<file path="config.mk">
export PLATFORM = sky130hd
export DESIGN_NAME = tt_idle_timer
export DESIGN_NICKNAME = d
export VERILOG_FILES = /design/src/rtl/tt_idle_timer.sv
export SDC_FILE = /design/constraint.sdc
export NUM_CORES = 1
export LEC_CHECK = 0
export ABC_CLOCK_PERIOD_IN_PS = 2600
export CAP_MARGIN = 20
export CORE_AREA = 3 3 40 42
export CTS_CLUSTER_DIAMETER = 40
export DETAILED_ROUTE_END_ITERATION = 8
export DIE_AREA = 0 0 43 45
export MAX_ROUTING_LAYER = met4
export PLACE_DENSITY_LB_ADDON = 0.2
export SLEW_MARGIN = 25
export SYNTH_ARGS = -nofsm -noshare
export SYNTH_HDL_FRONTEND = slang
export SYNTH_SLANG_ARGS = --single-unit
</file>
<file path="constraint.sdc">
create_clock -name i_clk -period 2.6 [get_ports i_clk]
set_clock_uncertainty 0.2 [all_clocks]
set_input_delay 0.52 -clock i_clk [delete_from_list [all_inputs] [get_ports i_clk]]
set_output_delay 0.52 -clock i_clk [all_outputs]
set_load 0.02 [all_outputs]
</file>
<file path="src/rtl/tt_idle_timer.sv">
// rtl/tt_idle_timer.sv - counts idle cycles and flags the last one before a forced finish
module tt_idle_timer #(
  parameter int TIMEOUT = 64
) (
  input  logic i_clk,
  input  logic i_rst,
  input  logic i_clear,
  input  logic i_enable,
  output logic o_expired
);

  localparam int CW = (TIMEOUT > 1) ? $clog2(TIMEOUT) : 1;
  localparam logic [CW-1:0] LAST = (TIMEOUT == 0) ? '0 : CW'(TIMEOUT - 1);

  logic [CW-1:0] r_count;
  logic          w_at_last;

  assign w_at_last = (r_count == LAST);

  // Holds at LAST so a disabled timeout (TIMEOUT == 0) never wraps.
  always_ff @(posedge i_clk) begin
    if (i_rst || i_clear) begin
      r_count <= '0;
    end else if (i_enable && !w_at_last) begin
      r_count <= r_count + CW'(1);
    end
  end

  assign o_expired = (TIMEOUT != 0) && i_enable && w_at_last;

endmodule

</file>
## Word-level counts from Yosys, hierarchy flattened

Index checks and enable logic that the tools add are counted.

| storage, ports and cells | value |
|---|---|
| register bits | 6 |
| bits of input ports | 4 |
| word-level logic and storage cells | 7 |

| operators by class | value |
|---|---|
| $add $sub $neg | 1 |
| eq/ne operators | 1 |
| reduce and logical (&&, ||, !) cells | 4 |

Operator list:

| operator | count |
|---|---|
| $add A6 B1 Y6 const B | 1 |
| $eq A6 B6 Y1 const B | 1 |
| $logic_and A1 B1 Y1 | 2 |
| $logic_not A1 Y1 | 1 |
| $logic_or A1 B1 Y1 | 1 |

## Depth between registers and ports, before layout

| depth | value |
|---|---|
| depth in word-level cells | 3 |
| gate-level depth with buffers | 4 |
| gate-level depth less buffers | 4 |

## Least setup slack after synthesis

OpenSTA, ideal clock, no wires.

| path | value |
|---|---|
| path kind | register to output |
| start point | register r_count[0] |
| end point | output o_expired |
| setup slack | 710 ps |
| stages on the path, launching flop included | 5 |
| data required time | 1880 ps |
| arrival | 1170 ps |
| path through | dfxtp_1 ha_1 nand3_1 or2_1 nor2_1 |

| between the ends | value |
|---|---|
| word-level cells in the longest chain between the ends | 2 |

Ends and longest elaborated chain:

| item | RTL line | RTL |
|---|---|---|
| start, declared | 15 | `logic [CW-1:0] r_count;` |
| start signal, assigned | 25 | `r_count <= r_count + CW'(1);` |
| $eq A6 B6 Y1 | 18 | `assign w_at_last = (r_count == LAST);` |
| $logic_and A1 B1 Y1 | 29 | `assign o_expired = (TIMEOUT != 0) && i_enable && w_at_last;` |
| end, declared | 9 | `output logic o_expired` |

No other way between the ends.

## Worst setup path in the final report

Same ends and word-level chain as after synthesis.

==> results.py <==
metrics = {
    "clock_network": {
        "cts.reportedPaths.clkPinSlew_ps": 50,
        "root_buffer": "clkbuf_4",
        "clock_sinks": 6,
        "clk_latency_ps": 250,
        "clockBufferDepth": 2,
        "cts_tree": "built",
        "postCtsSetupBuffers": 0,
        "h-tree-depth": 1,
        "cts_made_buffers": 3,
    },
    "route": {
        "routedWlPerCell_um": 12.1,
        "ant_nets": 0,
        "routed_via_density": 5.28,
        "drc_errors": 0,
        "drtIter0Drc": 5,
        "num_vias": 301,
        "totalWireLength_um": 691,
        "drt-pass1-iter-count": 4,
    },
    "critical_path": {
        "crit_path_end": "o_expired",
        "worstReg2RegStart": "r_count[0]",
        "cpMaxStageDelayCell": "dfxtp_1",
        "crit_start": "r_count[0]",
        "arrival_ps": 1460,
        "crit_required_ps": 1880,
        "crit_type": "flop to output pin",
        "path_cells": "ha_1 > nand3_1 > or2_1 > nor2_1 > dlymetal6s2s_1",
        "cp-end-kind": "output pin",
        "cp_max_fo": 4,
        "start_kind": "flop",
        "r2r-end": "r_count[4]",
        "reg2reg_setup_slack_ps": 1160,
        "r2r_cells": 5,
        "max_stage_delay_ps": 360,
    },
    "layout": {
        "final_core_util": 0.312,
        "largest_reg_flops": 6,
        "largestRegisters": "r_count x6",
        "largest_register": "r_count",
        "n_antenna_cell": 0,
        "drive_gt1_frac": 0.190,
        "areaGrowthSynthToFinish_pct": 32.8,
        "n_fill_cell": 134,
        "fin_nets": 49,
    },
    "synthesis": {
        "avgSynthCellArea_um2": 9.14,
        "synth.distinct_cells": 20,
        "yosys_warnings": 0,
        "synth_nets": 38,
        "ys_seq_elements": 6,
        "netlist_area_um2": 302,
        "post_synth_inst_count": 33,
        "ys_seq_area_frac": 0.398,
    },
    "grt": {
        "grt_pass1_wl_um": 1270,
        "overflow": 0,
        "grt_max_degree": 7,
        "grt_usage": 0.0997,
        "grt_pass1_vias": 319,
        "antenna_found_initial": 0,
    },
    "placement": {
        "gp_congestion": 0.811,
        "port_buffers": 4,
        "hpwl_um": 523,
    },
    "job": {
        "maxCapViolCount": 0,
    },
    "floorplanning": {
        "io_pins": 5,
        "std_cell_rows": 13,
        "die-area_mm2": 0.00194,
        "coreArea_mm2": 0.00128,
        "die_w_um": 43,
        "die_height_um": 45,
        "start_util": 0.235,
    },
    "timing": {
        "finalCritPeriodShare": 0.840,
        "max_slew_margin": 0.727,
        "setup_tns_ps": 0,
        "fmax_ghz": 0.458,
        "rsz0062_at_grt": "false",
        "tightest_slew_ps": 408,
        "finalHoldViolCount": 0,
        "min_period_ps": 2180,
        "slew_viol_final": 0,
        "setup_viol": 0,
    },
    "power": {
        "vdd_drop_max_uv": 212,
        "power_density_mw_per_mm2": 492,
        "p_leak_nw": 0.172,
    },
    "worst_hold_path": {
        "worst_hold_path_type": "flop to flop",
        "hp-start": "r_count[0]",
    },
    "outcome": {
        "status": "complete, no violations",
    },
}
layout by cell type (no fill, tap or decap), drive strengths merged:
| master | instances |
|---|---|
| dfxtp | 6 |
| nand2 | 5 |
| clkbuf | 3 |
| clkdlybuf4s50 | 3 |
| inv | 2 |
| nor2 | 2 |
| mux2i | 2 |
| a31oi | 2 |
| buf | 2 |
| nand3 | 1 |
| or2 | 1 |
| a21o | 1 |
| a41oi | 1 |
| o21a | 1 |
| or3 | 1 |
| nand4 | 1 |
| o31ai | 1 |
| a21oi | 1 |
| and4 | 1 |
| o21ai | 1 |
| and4bb | 1 |
| nor4 | 1 |
| ha | 1 |
| dlymetal6s2s | 1 |
Yosys cell counts:
| master | count | area [um^2] |
|---|---|---|
| a21o_2 | 1 | 8.76 |
| ha_1 | 1 | 12.5 |
| inv_1 | 2 | 7.51 |
| o21a_1 | 1 | 7.51 |
| nor4_2 | 1 | 12.5 |
| nand2_1 | 5 | 18.8 |
| a21oi_1 | 1 | 5.00 |
| or2_1 | 1 | 6.26 |
| nand4_1 | 1 | 6.26 |
| dfxtp_1 | 6 | 120 |
| a31oi_1 | 2 | 12.5 |
| mux2i_1 | 2 | 20.0 |
| a41oi_1 | 1 | 8.76 |
| nor2_1 | 2 | 7.51 |
| nand3_1 | 1 | 5.00 |
| and4bb_1 | 1 | 12.5 |
| and4_4 | 1 | 11.3 |
| o21ai_0 | 1 | 5.00 |
| o31ai_1 | 1 | 7.51 |
| or3_1 | 1 | 6.26 |
area by class of cell:
cell class	count	area, um^2	area share
multi-input cells	25	174	0.434
flip-flops and latches	6	120	0.300
repair buffers	6	57.6	0.144
clock buffers	3	22.5	0.0562
well taps	15	18.8	0.0469
inverters	2	7.51	0.0188
power by group:
group | total [mW] | switching [mW] | internal (mW) | leakage [nW]
Clock | 0.0886 | 0.0363 | 0.0524 | 0.0138
Sequential | 0.0943 | 0.000967 | 0.0934 | 0.0485
Combinational | 0.0142 | 0.00626 | 0.00793 | 0.110
Total | 0.197 | 0.0435 | 0.154 | 0.172
stage by stage:
stage	instance area [um^2]	hold WS, ps	power (mW)	instances	worst slack [ps]
floorplan	302	252	0.101	33	710
global placement	375	267	0.110	54	143
detailed placement	375	297	0.110	54	135
CTS	398	304	0.203	57	0.894
global route	400	335	0.207	57	280
finish	400	298	0.197	57	416
metal layers:
metal  up-vias  part of all wire  track usage
li1        145                 -            -
met1       139              0.37       0.0799
met2        12              0.51        0.168
met3         5             0.068       0.0359
met4         0             0.052        0.108
met5         -                 0            -
worst min-delay path by stage:
stage | end | slack (ps) | cells past startpoint
finish | r_count[0] | 300 | 2
global route | r_count[4] | 340 | 2
CTS | r_count[0] | 300 | 2
detailed placement | r_count[0] | 300 | 2
global placement | r_count[1] | 270 | 2
floorplan | r_count[1] | 250 | 2
kinds of logic after synthesis:
group / share of synthesized area
AND/OR/NAND/NOR: 0.286
AO/OA/AOI/OAI: 0.183
flip-flops: 0.398
buffers and inverters: 0.0249
multiplexers: 0.0664
adder cells (fa/ha/maj): 0.0415
critical path: cells and delay by family (launching register included):
family / cells / cell delay (ps)
flops: 1 / 360
fa+ha+maj: 1 / 180
simple gates: 3 / 440
buf+inv: 1 / 230
what timing repair did:
item,in CTS,in global routing
endpoints found under the hold margin,0,0
resized for setup,0,1
hold buffers,0,0
setup endpoints to repair,0,1
No activity file was read; power rests on OpenSTA's default activity.
